`config.mk`:
```
export PLATFORM = sky130hd
export DESIGN_NAME = opbus_arbiter_flat
export DESIGN_NICKNAME = d
export VERILOG_FILES = /design/src/rtl/opbus_arbiter_if.sv /design/src/rtl/opbus_arbiter.sv /design/src/flat_wrapper.sv
export SDC_FILE = /design/constraint.sdc
export NUM_CORES = 1
export LEC_CHECK = 0
export CAP_MARGIN = 20
export CORE_MARGIN = 5
export CORE_UTILIZATION = 35
export DETAILED_ROUTE_END_ITERATION = 16
export PLACE_DENSITY = 0.82
export SLEW_MARGIN = 20
export SYNTH_ARGS = -nofsm -noshare
export SYNTH_HDL_FRONTEND = slang
export SYNTH_SLANG_ARGS = --single-unit
export TNS_END_PERCENT = 5
```
`constraint.sdc`:
```
create_clock -name clk -period 2.6 [get_ports clk]
set_clock_uncertainty 0.15 [all_clocks]
set_input_delay 0.52 -clock clk [delete_from_list [all_inputs] [get_ports clk]]
set_output_delay 0.52 -clock clk [all_outputs]
set_load 0.005 [all_outputs]
```
`src/rtl/opbus_arbiter_if.sv`:
```
// Shared operand-bus bundle: two requesting masters plus the single slave port.
// The arbiter connects through the slave modport. The environment connects through the master modport.
interface opbus_arbiter_if #(
  parameter int AW = 32,
  parameter int DW = 32
);
  logic          m0_req;
  logic          m0_rw;
  logic          m0_lock;
  logic [AW-1:0] m0_addr;
  logic [DW-1:0] m0_wdata;
  logic          m0_gnt;
  logic          m0_ack;
  logic          m0_err;
  logic [DW-1:0] m0_rdata;

  logic          m1_req;
  logic          m1_rw;
  logic          m1_lock;
  logic [AW-1:0] m1_addr;
  logic [DW-1:0] m1_wdata;
  logic          m1_gnt;
  logic          m1_ack;
  logic          m1_err;
  logic [DW-1:0] m1_rdata;

  logic          s_en;
  logic          s_rw;
  logic [AW-1:0] s_addr;
  logic [DW-1:0] s_wdata;
  logic [DW-1:0] s_rdata;
  logic          s_ack;

  modport slave (
    input  m0_req, m0_rw, m0_lock, m0_addr, m0_wdata,
    input  m1_req, m1_rw, m1_lock, m1_addr, m1_wdata,
    input  s_rdata, s_ack,
    output m0_gnt, m0_ack, m0_err, m0_rdata,
    output m1_gnt, m1_ack, m1_err, m1_rdata,
    output s_en, s_rw, s_addr, s_wdata
  );

  modport master (
    output m0_req, m0_rw, m0_lock, m0_addr, m0_wdata,
    output m1_req, m1_rw, m1_lock, m1_addr, m1_wdata,
    output s_rdata, s_ack,
    input  m0_gnt, m0_ack, m0_err, m0_rdata,
    input  m1_gnt, m1_ack, m1_err, m1_rdata,
    input  s_en, s_rw, s_addr, s_wdata
  );
endinterface

```
`src/rtl/opbus_arbiter.sv`:
```
// Two-master round-robin operand-bus arbiter with optional lock for read-modify-write.
// A watchdog ends transfers that no slave acknowledges.
module opbus_arbiter #(
  parameter int AW      = 32,
  parameter int DW      = 32,
  parameter int TIMEOUT = 16
) (
  input  logic             clk,
  input  logic             reset,
  opbus_arbiter_if.slave   bus
);
  localparam int          CW   = (TIMEOUT > 2) ? $clog2(TIMEOUT) : 1;
  localparam logic [CW-1:0] TMAX = CW'(TIMEOUT - 1);

  typedef enum logic [1:0] {IDLE, BUSY, LOCKED} state_e;

  state_e        state_q, state_d;
  logic          owner_q, owner_d;            // 0 = m0, 1 = m1
  logic          last_owner_q, last_owner_d;
  logic [CW-1:0] cnt_q, cnt_d;
  logic          gnt0_q, gnt0_d;
  logic          gnt1_q, gnt1_d;
  logic          s_en_q, s_en_d;
  logic          s_rw_q, s_rw_d;
  logic [AW-1:0] s_addr_q, s_addr_d;
  logic [DW-1:0] s_wdata_q, s_wdata_d;

  logic own_req, own_lock, hit, expire;

  assign own_req  = owner_q ? bus.m1_req  : bus.m0_req;
  assign own_lock = owner_q ? bus.m1_lock : bus.m0_lock;
  assign hit      = s_en_q & bus.s_ack;
  // A slave ack on the final watchdog cycle takes precedence over expiry.
  assign expire   = s_en_q & ~bus.s_ack & (cnt_q == TMAX);

  always_comb begin
    // NOTE: every _d starts from a hold/default value so no path can infer a latch.
    state_d      = state_q;
    owner_d      = owner_q;
    last_owner_d = last_owner_q;
    cnt_d        = cnt_q;
    s_rw_d       = s_rw_q;
    s_addr_d     = s_addr_q;
    s_wdata_d    = s_wdata_q;

    unique case (state_q)
      IDLE: begin
        if (bus.m0_req | bus.m1_req) begin
          owner_d      = (bus.m0_req & bus.m1_req) ? ~last_owner_q : bus.m1_req;
          last_owner_d = owner_d;
          state_d      = BUSY;
        end
      end
      BUSY: begin
        if (hit)         state_d = own_lock ? LOCKED : IDLE;
        else if (expire) state_d = IDLE;
        else             cnt_d   = cnt_q + CW'(1);
      end
      LOCKED: begin
        if (own_req)        state_d = BUSY;
        else if (!own_lock) state_d = IDLE;
      end
      default: state_d = IDLE;
    endcase

    if (state_d == BUSY && state_q != BUSY) cnt_d = '0;

    s_en_d = (state_d == BUSY);
    gnt0_d = (state_d != IDLE) & ~owner_d;
    gnt1_d = (state_d != IDLE) &  owner_d;

    if (state_d == BUSY) begin
      s_rw_d    = owner_d ? bus.m1_rw    : bus.m0_rw;
      s_addr_d  = owner_d ? bus.m1_addr  : bus.m0_addr;
      s_wdata_d = owner_d ? bus.m1_wdata : bus.m0_wdata;
    end
  end

  always_ff @(posedge clk) begin
    // NOTE: sequential state uses non-blocking assignments only.
    if (reset) begin
      state_q      <= IDLE;
      owner_q      <= 1'b0;
      last_owner_q <= 1'b1;
      cnt_q        <= '0;
      gnt0_q       <= 1'b0;
      gnt1_q       <= 1'b0;
      s_en_q       <= 1'b0;
      s_rw_q       <= 1'b0;
      s_addr_q     <= '0;
      s_wdata_q    <= '0;
    end else begin
      state_q      <= state_d;
      owner_q      <= owner_d;
      last_owner_q <= last_owner_d;
      cnt_q        <= cnt_d;
      gnt0_q       <= gnt0_d;
      gnt1_q       <= gnt1_d;
      s_en_q       <= s_en_d;
      s_rw_q       <= s_rw_d;
      s_addr_q     <= s_addr_d;
      s_wdata_q    <= s_wdata_d;
    end
  end

  assign bus.s_en     = s_en_q;
  assign bus.s_rw     = s_rw_q;
  assign bus.s_addr   = s_addr_q;
  assign bus.s_wdata  = s_wdata_q;

  assign bus.m0_gnt   = gnt0_q;
  assign bus.m0_ack   = gnt0_q & (hit | expire);
  assign bus.m0_err   = gnt0_q & expire;
  assign bus.m0_rdata = (gnt0_q & ~expire) ? bus.s_rdata : '0;

  assign bus.m1_gnt   = gnt1_q;
  assign bus.m1_ack   = gnt1_q & (hit | expire);
  assign bus.m1_err   = gnt1_q & expire;
  assign bus.m1_rdata = (gnt1_q & ~expire) ? bus.s_rdata : '0;
endmodule

```
`src/flat_wrapper.sv`:
```
// flat-port wrapper written by rule: the top's interface ports become plain ports
module opbus_arbiter_flat 
#(
  parameter int AW      = 32,
  parameter int DW      = 32,
  parameter int TIMEOUT = 16
)
  (clk, reset, bus_m0_req, bus_m0_rw, bus_m0_lock, bus_m0_addr, bus_m0_wdata, bus_m1_req, bus_m1_rw, bus_m1_lock, bus_m1_addr, bus_m1_wdata, bus_s_rdata, bus_s_ack, bus_m0_gnt, bus_m0_ack, bus_m0_err, bus_m0_rdata, bus_m1_gnt, bus_m1_ack, bus_m1_err, bus_m1_rdata, bus_s_en, bus_s_rw, bus_s_addr, bus_s_wdata);
  opbus_arbiter_if #(.AW(AW), .DW(DW)) bus_i ();
  input  logic clk;
  input  logic reset;
  input wire logic [$bits(bus_i.m0_req)-1:0] bus_m0_req;
  input wire logic [$bits(bus_i.m0_rw)-1:0] bus_m0_rw;
  input wire logic [$bits(bus_i.m0_lock)-1:0] bus_m0_lock;
  input wire logic [$bits(bus_i.m0_addr)-1:0] bus_m0_addr;
  input wire logic [$bits(bus_i.m0_wdata)-1:0] bus_m0_wdata;
  input wire logic [$bits(bus_i.m1_req)-1:0] bus_m1_req;
  input wire logic [$bits(bus_i.m1_rw)-1:0] bus_m1_rw;
  input wire logic [$bits(bus_i.m1_lock)-1:0] bus_m1_lock;
  input wire logic [$bits(bus_i.m1_addr)-1:0] bus_m1_addr;
  input wire logic [$bits(bus_i.m1_wdata)-1:0] bus_m1_wdata;
  input wire logic [$bits(bus_i.s_rdata)-1:0] bus_s_rdata;
  input wire logic [$bits(bus_i.s_ack)-1:0] bus_s_ack;
  output wire logic [$bits(bus_i.m0_gnt)-1:0] bus_m0_gnt;
  output wire logic [$bits(bus_i.m0_ack)-1:0] bus_m0_ack;
  output wire logic [$bits(bus_i.m0_err)-1:0] bus_m0_err;
  output wire logic [$bits(bus_i.m0_rdata)-1:0] bus_m0_rdata;
  output wire logic [$bits(bus_i.m1_gnt)-1:0] bus_m1_gnt;
  output wire logic [$bits(bus_i.m1_ack)-1:0] bus_m1_ack;
  output wire logic [$bits(bus_i.m1_err)-1:0] bus_m1_err;
  output wire logic [$bits(bus_i.m1_rdata)-1:0] bus_m1_rdata;
  output wire logic [$bits(bus_i.s_en)-1:0] bus_s_en;
  output wire logic [$bits(bus_i.s_rw)-1:0] bus_s_rw;
  output wire logic [$bits(bus_i.s_addr)-1:0] bus_s_addr;
  output wire logic [$bits(bus_i.s_wdata)-1:0] bus_s_wdata;
  assign bus_i.m0_req = bus_m0_req;
  assign bus_i.m0_rw = bus_m0_rw;
  assign bus_i.m0_lock = bus_m0_lock;
  assign bus_i.m0_addr = bus_m0_addr;
  assign bus_i.m0_wdata = bus_m0_wdata;
  assign bus_i.m1_req = bus_m1_req;
  assign bus_i.m1_rw = bus_m1_rw;
  assign bus_i.m1_lock = bus_m1_lock;
  assign bus_i.m1_addr = bus_m1_addr;
  assign bus_i.m1_wdata = bus_m1_wdata;
  assign bus_i.s_rdata = bus_s_rdata;
  assign bus_i.s_ack = bus_s_ack;
  assign bus_m0_gnt = bus_i.m0_gnt;
  assign bus_m0_ack = bus_i.m0_ack;
  assign bus_m0_err = bus_i.m0_err;
  assign bus_m0_rdata = bus_i.m0_rdata;
  assign bus_m1_gnt = bus_i.m1_gnt;
  assign bus_m1_ack = bus_i.m1_ack;
  assign bus_m1_err = bus_i.m1_err;
  assign bus_m1_rdata = bus_i.m1_rdata;
  assign bus_s_en = bus_i.s_en;
  assign bus_s_rw = bus_i.s_rw;
  assign bus_s_addr = bus_i.s_addr;
  assign bus_s_wdata = bus_i.s_wdata;
  opbus_arbiter #(.AW(AW), .DW(DW), .TIMEOUT(TIMEOUT)) u_core (.clk(clk), .reset(reset), .bus(bus_i));
endmodule
```
==> results of run 1 <==
==> state kept, by name, indices dropped and copies added (netlist names) <==
register,count
u_core.bus.s_addr,32
u_core.bus.m0_gnt,1
u_core.bus.s_wdata,32
u_core.state_q,2
u_core.last_owner_q,1
u_core.bus.m1_gnt,1
u_core.bus.s_en,1
u_core.owner_q,1
u_core.bus.s_rw,1
u_core.cnt_q,4
==> report_power, final <==
part,switching [uW],leakage [uW],internal [uW]
clock network,463,0.000159,862
logic,523,0.00226,744
registers,77.7,0.000632,1300
==> final timing paths <==
path | from | endpoint | slack [ns] | cells past startpoint
worst max register to register | u_core.state_q[1] | u_core.bus.s_addr[14] | 0.50 | 5
worst max-delay path | u_core.cnt_q[1] | bus_m1_rdata[28] | 0.01 | 9
worst min register to register | u_core.last_owner_q | u_core.last_owner_q | 0.34 | 1
worst min-delay path | u_core.last_owner_q | u_core.last_owner_q | 0.34 | 1
==> worst max-delay path: stages (launching register included) <==
cell and delay [ns]:
dfxtp_2 0.35, ha_4 0.16, nand3_4 0.08, nor3b_4 0.19
buf_4 0.13, nor2b_2 0.04, buf_4 0.14, buf_12 0.14
and2_1 0.16, clkdlybuf4s15_1 0.20
==> cells by family (layout without fill, tap and decap cells) <==
kind of cell,after synthesis,in the layout
xor+xnor,3,3
buf+inv,51,350
fa+ha+maj,1,1
other cells,0,3
mux,3,3
flops,76,76
simple gates,225,225
compound gates,142,142
==> repair_timing <==
| action | in CTS | in global routing |
|---|---|---|
| pin swaps | 2 | 1 |
| hold buffers | 0 | 0 |
| resized for setup | 115 | 60 |
| setup buffers | 5 | 1 |
| cloned | 1 | 0 |
| endpoints found under the setup margin | 68 | 33 |
==> final cells by class <==
| class | instances | share of cell area [%] |
|---|---|---|
| Multi-Input combinational cell | 374 | 31.7 |
| Sequential cell | 76 | 19.9 |
| Antenna cell | 3 | 0.0978 |
| Timing Repair Buffer | 333 | 41.8 |
| Clock buffer | 11 | 3.16 |
| Inverter | 1 | 0.0489 |
| Clock inverter | 5 | 0.978 |
| Tap cell | 143 | 2.33 |
==> cells in the mapped netlist (all sizes together) <==
| cell type | number | area share [%] |
|---|---|---|
| a211o | 1 | 0.21 |
| a211oi | 5 | 1.0 |
| a21boi | 1 | 0.18 |
| a21o | 1 | 0.18 |
| a21oi | 66 | 7.9 |
| a22o | 1 | 0.21 |
| a22oi | 1 | 0.30 |
| a311oi | 65 | 20 |
| a31o | 1 | 0.21 |
| and2 | 68 | 10 |
| and3 | 2 | 0.30 |
| buf | 27 | 4.1 |
| clkbuf | 23 | 2.1 |
| dfxtp | 76 | 37 |
| ha | 1 | 0.30 |
| inv | 1 | 0.090 |
| mux2i | 3 | 0.72 |
| nand2 | 132 | 12 |
| nand2b | 1 | 0.15 |
| nand3 | 3 | 0.36 |
| nand3b | 1 | 0.18 |
| nand4b | 1 | 0.21 |
| nor2 | 9 | 0.81 |
| nor2b | 3 | 0.45 |
| nor3 | 1 | 0.12 |
| nor3b | 2 | 0.36 |
| or2 | 1 | 0.15 |
| or3b | 1 | 0.27 |
| xnor2 | 3 | 0.63 |
==> metrics by stage <==
step | std cells | power (uW)
finish | 946 | 3970
global route | 946 | 4160
CTS | 942 | 4000
detailed placement | 920 | 2690
global placement | 920 | 2660
floorplan | 501 | 1920
==> metal layers <==
metal / vias up / global-route usage (%)
met1: 2276 / 23.3
met5: - / 0
met3: 38 / 7.01
li1: 2362 / -
met4: 0 / 11.7
met2: 253 / 44.2
==> impl_metrics.toml, run 1 <==
[die]
die_area_um2 = 14200
die_width_um = 119
die_h_um = 119
core_um2 = 11500
start_util_pct = 36.1
fp-row-count = 39
boundaryPins = 305

[sta]
timing.fmax_mhz = 386
setup_viol = 0
worst_slew_pin_slew_ns = 0.477
tns_ns = 0
hold_violations = 0
hold_slack_ns = 0.342
final.period_utilization_pct = 99.6
fin_crit_ns = 2.59
rsz0062_at_grt = "true"
drv_slew = 0
setup_slack_ns = 0.0108
slew_headroom_pct = 68.2

[status]
status = "finished clean"

[grt]
grt_pass1_wl_um = 26800
antenna_found_initial = 3
grt_pass1_vias = 5050
grt_usage_pct = 23.5
grt-ovfl-total = 0
grt_max_degree = 67

[clocking]
clk_pin_slew_ns = 0.05
cts_made_buffers = 9
cts_root_buf = "clkbuf_16"
clock_path_buffers = 2
insertion_delay_ns = 0.32
cts_sinks = 76
tritoncts = "done"
htreeDepth = 3

[logic_synthesis]
yosys.area_share.adder_pct = 0.301
synth_compound_area_share_pct = 30.0
muxShareOfSynthArea_pct = 0.722
syn-cell-area_um2 = 4160
synth_xor_xnor_area_share_pct = 0.632
synth_fp_nets = 671
synthCells = 501
ys_ff_latch = 76
synth_area_per_cell_um2 = 8.30
synth_top_family_by_area = "compound AO/OA/AOI/OAI gates"
ys_warn_count = 0
synth_cell_types = 33
ys_seq_area_share_pct = 36.6
synth-simple-area-share_pct = 25.5

[detailed_routing]
routed.top_layer = "met4"
drt_iter0_drc = 224
drc = 0
num_vias = 4929
routed_wirelength_um = 17700
m1WireLength_um = 6260
via_per_inst = 5.21
wl_met3_um = 1380
detail_route.wl_per_cell_um = 18.7
antenna_left = 0
dr.pass1.iters = 4
wl_met2_um = 9320

[power_and_ir_drop]
power_density_nw_per_um2 = 517
leakage_uw = 0.00305
max-vdd-ir-drop_v = 0.000270

[final_layout]
layout_common_cells = "236 x clkdlybuf4s50_1, 132 x nand2_1, 74 x dfxtp_1"
n_fill_cell = 942
regArea_um2 = 1520
multi_input_area_um2 = 2430
drive_gt1_share_pct = 16.4
design_area_um2 = 7680
final_util_pct = 66.7
nets = 965
syn_to_final_growth_pct = 84.7
layout_commonest_cell = "clkdlybuf4s50_1"

[setup_path]
critPathKind = "register to output port"
crit_path_end_kind = "output port"
crit_fanout = 16
cp-start-kind = "register"
critPathRequiredTime_ns = 1.93
crit_arrival_ns = 1.92

[placed_design]
dp_hpwl_um = 13800
gp_congestion = 0.985
pre_cts_slack_ns = -0.311
place_area_um2 = 7390
portBuffers = 304

[run]
max-cap-violations = 0

[min_path]
hold_class = "register to register"
Note: power is estimated with default switching activity, not from simulation.
==> run 2: changes to the inputs <==
--- a/config.mk
+++ b/config.mk
@@ -10,6 +10,8 @@
 export CORE_UTILIZATION = 35
 export DETAILED_ROUTE_END_ITERATION = 16
 export PLACE_DENSITY = 0.82
+export SETUP_SLACK_MARGIN = 0.1
+export SKIP_CTS_REPAIR_TIMING = 1
 export SLEW_MARGIN = 20
 export SYNTH_ARGS = -nofsm -noshare
 export SYNTH_HDL_FRONTEND = slang
==> run 2 against run 1 <==
  * First-iteration DRC count grew 14%
  * Cell count is 0.63% lower
  * Die area stayed put
  * Register-to-register slack better by 0.05 ns
  * Clock-buffer cell count did not move
  * Highest routed layer unchanged
  * Wire length down 0.63%
  * Sequential share of layout area up 0.47 points
  * Fmax is 5.9% higher
  * Setup slack improved by 0.14 ns
==> impl_metrics.toml, run 2 (synthesis results as in run 1) <==
[final_layout]
nets = 958
layout_common_cells = "236 x clkdlybuf4s50_1, 132 x nand2_1, 74 x dfxtp_1"
design_area_um2 = 7500
layout_commonest_cell = "clkdlybuf4s50_1"
syn_to_final_growth_pct = 80.4
final_util_pct = 65.1
drive_gt1_share_pct = 19.0

[clocking]
cts_made_buffers = 9
insertion_delay_ns = 0.32
clk_pin_slew_ns = 0.06
clock_path_buffers = 2
htreeDepth = 3
cts_sinks = 76
cts_root_buf = "clkbuf_16"
tritoncts = "done"

[setup_path]
crit_fanout = 32
crit_arrival_ns = 1.77
critPathRequiredTime_ns = 1.93
crit_path_end_kind = "output port"
critPathKind = "register to output port"
cp-start-kind = "register"

[die]
fp-row-count = 39
die_area_um2 = 14200
die_h_um = 119
start_util_pct = 36.1
boundaryPins = 305
die_width_um = 119
core_um2 = 11500

[detailed_routing]
detail_route.wl_per_cell_um = 18.7
routed_wirelength_um = 17600
drt_iter0_drc = 255
antenna_left = 0
num_vias = 4874
via_per_inst = 5.19
dr.pass1.iters = 5
drc = 0

[sta]
fin_crit_ns = 2.44
final.period_utilization_pct = 94.0
slew_headroom_pct = 67.7
hold_slack_ns = 0.342
worst_slew_pin_slew_ns = 0.484
setup_viol = 0
tns_ns = 0
rsz0062_at_grt = "true"
timing.fmax_mhz = 409
drv_slew = 0
hold_violations = 0

[placed_design]
dp_hpwl_um = 13800
gp_congestion = 0.985
place_area_um2 = 7390
portBuffers = 304

[min_path]
hold_class = "register to register"

[grt]
antenna_found_initial = 4
grt_max_degree = 67
grt_pass1_vias = 5002
grt-ovfl-total = 0
grt_usage_pct = 23.1
grt_pass1_wl_um = 26400

[power_and_ir_drop]
power_density_nw_per_um2 = 526
leakage_uw = 0.00313
max-vdd-ir-drop_v = 0.000269

[run]
max-cap-violations = 0

[status]
status = "finished clean"
-- run 2: critical path: stages, from the launching register on --
cell and delay, ns:
dfxtp_2 0.36, ha_4 0.16, nand3_4 0.09, nor3b_4 0.27
nor2b_2 0.09, buf_12 0.16, and2_1 0.17, dlymetal6s2s_1 0.15
-- run 2: metrics by stage --
step                      setup WS [ns]  cells  power, uW
after floorplan                   0.580    501       1920
after global placement           -0.262    920       2660
after detailed placement         -0.311    920       2690
after CTS                        -0.367    936       4020
after global routing             0.0509    940       4140
final                             0.155    940       3950
-- run 2: final timing paths --
check	start	to	slack, ns	cells after the start
setup / recovery	u_core.cnt_q[1]	bus_m1_rdata[6]	0.16	7
hold / removal	u_core.last_owner_q	u_core.last_owner_q	0.34	1
setup reg to reg	u_core.state_q[1]	u_core.bus.s_addr[9]	0.55	5
hold reg to reg	u_core.last_owner_q	u_core.last_owner_q	0.34	1
-- run 2: area by class of cell --
| class | count | area [um^2] |
|---|---|---|
| antenna | 4 | 10.0 |
| clock buffer | 11 | 243 |
| clock inverter | 5 | 75.1 |
| fill | 974 | 4020 |
| inverter | 1 | 3.75 |
| multi-input combinational | 374 | 2430 |
| sequential | 76 | 1520 |
| tap | 143 | 179 |
| timing repair buffer | 326 | 3030 |
-- run 2: metal layers --
metal  up-vias  global-route usage, %  part of all wire [%]  routed length [um]
met3        38                   6.78                   7.0                1230
met5         -                      0                     0                   0
met4         0                   11.7                   4.2                 740
met2       245                   43.3                    52                9200
met1      2244                   23.2                    36                6410
li1       2347                      -                     -                   -
-- run 2: where the power goes --
group | total, uW | leakage (uW) | internal (uW) | switching, uW
logic | 1240 | 0.00234 | 722 | 523
clock network | 1320 | 0.000159 | 862 | 463
registers | 1380 | 0.000632 | 1300 | 77.9
